## src/rtl/dmem_arbiter.sv

```systemverilog
// Two-port arbiter in front of a single-port synchronous-read data memory.
// The processor has fixed priority; an aging counter bounds how long the host can be starved.
module dmem_arbiter #(
    parameter int unsigned ADDR_W   = 12,
    parameter int unsigned DATA_W   = 32,
    parameter int unsigned READ_LAT = 1,
    parameter int unsigned STARVE   = 4
) (
    input  logic              clock,
    input  logic              reset,
    input  logic              p_req,
    input  logic              p_we,
    input  logic [ADDR_W-1:0] p_addr,
    input  logic [DATA_W-1:0] p_wdata,
    output logic              p_gnt,
    output logic              p_rvalid,
    output logic [DATA_W-1:0] p_rdata,
    input  logic              h_req,
    input  logic              h_we,
    input  logic [ADDR_W-1:0] h_addr,
    input  logic [DATA_W-1:0] h_wdata,
    output logic              h_gnt,
    output logic              h_rvalid,
    output logic [DATA_W-1:0] h_rdata,
    output logic [ADDR_W-1:0] mem_address,
    output logic [DATA_W-1:0] mem_data,
    output logic              mem_wren,
    input  logic [DATA_W-1:0] mem_q
);

    localparam logic [3:0] StarveCnt = 4'(STARVE);

    logic [3:0]          wait_cnt_q, wait_cnt_d;
    logic [READ_LAT-1:0] vld_q, own_q;  // own: 1 = host issued the read
    logic [DATA_W-1:0]   p_rdata_q, h_rdata_q;
    logic                force_h, h_win, p_win, issue_rd;

    // Grants are gated by reset so every output reads low while reset is held.
    always_comb begin
        force_h  = (wait_cnt_q == StarveCnt);
        h_win    = reset & h_req & (force_h | ~p_req);
        p_win    = reset & p_req & ~h_win;
        p_gnt    = p_win;
        h_gnt    = h_win;
        issue_rd = (p_win & ~p_we) | (h_win & ~h_we);

        mem_address = '0;
        mem_data    = '0;
        mem_wren    = 1'b0;
        if (h_win) begin
            mem_address = h_addr;
            mem_data    = h_wdata;
            mem_wren    = h_we;
        end else if (p_win) begin
            mem_address = p_addr;
            mem_data    = p_wdata;
            mem_wren    = p_we;
        end
    end

    always_comb begin
        wait_cnt_d = wait_cnt_q;
        if (!h_req || h_win) begin
            wait_cnt_d = 4'd0;
        end else if (wait_cnt_q != StarveCnt) begin
            wait_cnt_d = wait_cnt_q + 4'd1;
        end
    end

    always_comb begin
        p_rvalid = vld_q[READ_LAT-1] & ~own_q[READ_LAT-1];
        h_rvalid = vld_q[READ_LAT-1] & own_q[READ_LAT-1];
        p_rdata  = p_rvalid ? mem_q : p_rdata_q;
        h_rdata  = h_rvalid ? mem_q : h_rdata_q;
    end

    always_ff @(posedge clock or negedge reset) begin
        if (!reset) begin
            wait_cnt_q <= 4'd0;
            vld_q      <= '0;
            own_q      <= '0;
            p_rdata_q  <= '0;
            h_rdata_q  <= '0;
        end else begin
            wait_cnt_q <= wait_cnt_d;
            for (int i = READ_LAT - 1; i > 0; i--) begin
                vld_q[i] <= vld_q[i-1];
                own_q[i] <= own_q[i-1];
            end
            vld_q[0] <= issue_rd;
            own_q[0] <= h_win;
            if (p_rvalid) p_rdata_q <= mem_q;
            if (h_rvalid) h_rdata_q <= mem_q;
        end
    end

endmodule

```

## config.mk

```make
export PLATFORM = sky130hd
export DESIGN_NAME = dmem_arbiter
export DESIGN_NICKNAME = d
export VERILOG_FILES = /design/src/rtl/dmem_arbiter.sv
export SDC_FILE = /design/constraint.sdc
export NUM_CORES = 1
export LEC_CHECK = 0
export CAP_MARGIN = 20
export CORE_MARGIN = 2
export CORE_UTILIZATION = 37
export DETAILED_ROUTE_END_ITERATION = 10
export PLACE_DENSITY = 0.95
export SETUP_SLACK_MARGIN = 0.2
export SYNTH_ARGS = -nofsm -noshare
export SYNTH_HDL_FRONTEND = slang
export SYNTH_SLANG_ARGS = --single-unit
```

## constraint.sdc

```tcl
create_clock -name clock -period 5.25 [get_ports clock]
set_input_delay 1.3125 -clock clock [delete_from_list [all_inputs] [get_ports clock]]
set_output_delay 1.3125 -clock clock [all_outputs]
set_load 0.01 [all_outputs]
```

==> impl_metrics.csv <==
group,metric,value,unit
run_status,run_status,"finished, final reports clean",
synthesis,yosysTopAreaCell,"dfrtp_1",
critical_path,cp-end-kind,"primary output",
clock_tree,clock_latency,350,ps
flow_run,maxCapViolations,0,
synthesis,synth_nets,353,
power_and_ir_drop,finalPower,0.00181,W
finish,drive_above_1_share,19.3,%
sta,hold_violations,0,
power_and_ir_drop,p_sw_share,28.9,%
finish,multiInputGateArea,1310,sq um
synthesis,ys_ff_latch,70,
sta,drv_slew,0,
synthesis,synth-edff-count,0,
place,port-buffer-count,238,
hold_path,hp-class,"flip-flop to flip-flop",
critical_path,cp.arrival,3390,ps
finish,seq_area,1750,sq um
routing,initialDrtViolationCount,85,
synthesis,synth_top_flop_cell,"dfrtp_1",
clock_tree,numCtsBuffers,9,
power_and_ir_drop,combPwrFrac,39.5,%
floorplan,core,8260,sq um
sta,finClkSkew,8.09,ps
sta,max_slew.worst_pin.slew,1000,ps
global_route,grt_use_total,26.9,%
sta,period_minus_slack,4710,ps
power_and_ir_drop,p_switching,0.000524,W
power_and_ir_drop,vdd_drop_max,0.124,mV
sta,slew_headroom,33.1,%
floorplan,die_w,96.6,microns
synthesis,synth_cells,225,
critical_path,start_kind,"primary input",
synthesis,yosysMostFrequentCell,"dfrtp_1",
synthesis,netlist.area_leader.share,55.2,%
global_route,overflow,0,
power_and_ir_drop,clkPwrFrac,22.0,%
synthesis,yosys-top-cells-count,"70 x dfrtp_1, 66 x mux2_2, 46 x a22o_1",
power_and_ir_drop,p_leak,2.39,nW
routing,wl_per_cell,22.2,microns
finish,stdcell_area,5810,sq um
floorplan,fp.dieH,96.6,microns
sta,rsz0062_at_grt,"false",
sta,max_freq,212,MHz
routing,drc,0,
floorplan,rows,33,
finish,final_nets,589,
clock_tree,clock-sinks,70,
power_and_ir_drop,pwr_density_cell,312,nW/um^2
floorplan,pin_count,239,
clock_tree,ctsHoldBuffers,0,
clock_tree,cts_root_buffer,"clkbuf_8",
sta,period_share,89.7,%
routing,routed_via_density,5.22,
clock_tree,cts_setup_buffers,0,
global_route,use_met1,29.2,%
power_and_ir_drop,internal_power,0.00129,W
finish,layout-area-overhead-vs-synth,83.2,%
synthesis,synth_area_leaders,"dfrtp_1 55%, mux2_2 23%, a22o_1 13%, buf_2 1.4%, buf_6 1.4%",
place,placed_cell_area,5630,sq um
routing,first_pass_iters,4,
global_route,busiest_layer,"met2",
routing,antenna_left,0,
floorplan,start_util,38.4,%
critical_path,cp.required,3940,ps
global_route,grt_max_degree,72,
clock_tree,cts_buffer_depth,2,
synthesis,synth-async-reset-ratio,100,%
critical_path,setup.worst_path.class,"primary input to primary output",
finish,antenna_cells,0,
floorplan,die_area,9330,sq um
synthesis,ys_seq_area_share,55.2,%
routing,wirelength,12.7,mm
synthesis,yosysWarnings,0,
global_route,global_route.usage.met2,51.9,%
critical_path,crit_path_max_fanout,48,
synthesis,syn_area_per_cell,14.1,sq um
place,hpwl,10.4,mm
clock_tree,cts-htree-levels,3,
global_route,grt_pass1_vias,3229,
global_route,grt_pass1_wl,19.0,mm
synthesis,synth_cell_type_count,19,
clock_tree,cts_tree,"done",
global_route,grtUsageMet3,6.00,%
clock_tree,path_clk_slew,70,ps
sta,finalSetupViolCount,0,
global_route,antenna_found_initial,0,
finish,fillerInstances,603,
synthesis,syn_area,3170,sq um
routing,num_vias,2983,
clock_tree,cts_resized,0,
sta,fin_tns_setup,0,ps
place,gp_congestion,0.963,
power_and_ir_drop,seqPwrFrac,38.5,%
## power groups by stage
stage	clock, W	combinational, W	sequential (W)
global route	0.000435	0.000755	0.000708
finish	0.000399	0.000717	0.000697
detailed placement	0	0.000721	0.000710
global placement	0	0.000697	0.000696
floorplan	0	0.000279	0.000691
CTS	0.000409	0.000724	0.000699
## worst paths after layout
path	slack, ps	start	endpoint	depth (start not counted)
setup / recovery	540	h_req	mem_data[22]	6
hold / removal	500	h_rdata_q[3]$_DFF_PN0_	h_rdata_q[3]$_DFF_PN0_	1
setup reg to reg	3380	own_q$_DFF_PN0_	h_rdata_q[4]$_DFF_PN0_	3
hold reg to reg	500	h_rdata_q[3]$_DFF_PN0_	h_rdata_q[3]$_DFF_PN0_	1
max in group asynchronous	3430	reset	own_q$_DFF_PN0_	2
min in group asynchronous	1250	reset	h_rdata_q[4]$_DFF_PN0_	2
## cell usage in the layout, fill, tap and decap left out, drive strengths merged, types with 2 or more instances in the layout
| cell | netlist | routed |
|---|---|---|
| a21oi | 2 | 2 |
| a22o | 46 | 46 |
| and3 | 4 | 4 |
| buf | 17 | 5 |
| clkbuf | 0 | 10 |
| clkdlybuf4s50 | 0 | 237 |
| clkinvlp | 0 | 3 |
| dfrtp | 70 | 70 |
| ha | 2 | 2 |
| inv | 6 | 8 |
| mux2 | 66 | 66 |
| nand2 | 4 | 4 |
| xnor2 | 2 | 2 |
## through the flow
stage / utilization, % / hold WS [ps] / setup slack (ps) / instances
finish: 70.4 / 499 / 543 / 571
global placement: 68.2 / 478 / 594 / 555
floorplan: - / 512 / 1970 / 225
CTS: 70.4 / 501 / 538 / 571
global route: 70.4 / 514 / 432 / 571
detailed placement: 68.2 / 483 / 539 / 555
## routing by layer
layer	part of all wire (%)	wire, microns	vias to the layer above
li1	-	-	1309
met1	36	4530	1504
met2	56	7130	155
met3	6.2	789	15
met4	1.8	222	0
met5	0	0	-
## state kept, by name, summed over array words and instances (netlist names)
| register | cells |
|---|---|
| wait_cnt_q | 4 |
| p_rdata_q | 32 |
| vld_q | 1 |
| own_q | 1 |
| h_rdata_q | 32 |
## critical path, stage by stage
cell and delay (ps):
clkdlybuf4s50_1 590, nand2_1 130, a21oi_4 110, buf_4 410
a22o_1 270, clkdlybuf4s50_1 560
## cell families (layout without fill, tap and decap cells)
kind of cell,after synthesis,in the layout,share of synthesized area (%)
AOI/OAI and AO/OA,49,49,13.3
buffers and inverters,23,264,4.50
adders and majority gates,2,2,0.789
muxes,66,66,23.4
DFF,70,70,55.2
and+or+nand+nor,13,13,2.25
xor gates and xnor gates,2,2,0.552
## area by class of cell
type                            instances  share of cell area, %
Clock inverter                          6                  0.775
Multi-Input combinational cell        132                   22.4
Clock buffer                           10                   2.37
Inverter                                6                  0.387
Timing Repair Buffer                  242                   41.6
Sequential cell                        70                   30.1
Tap cell                              105                   2.26
Note: power is estimated with default switching activity, not from simulation.
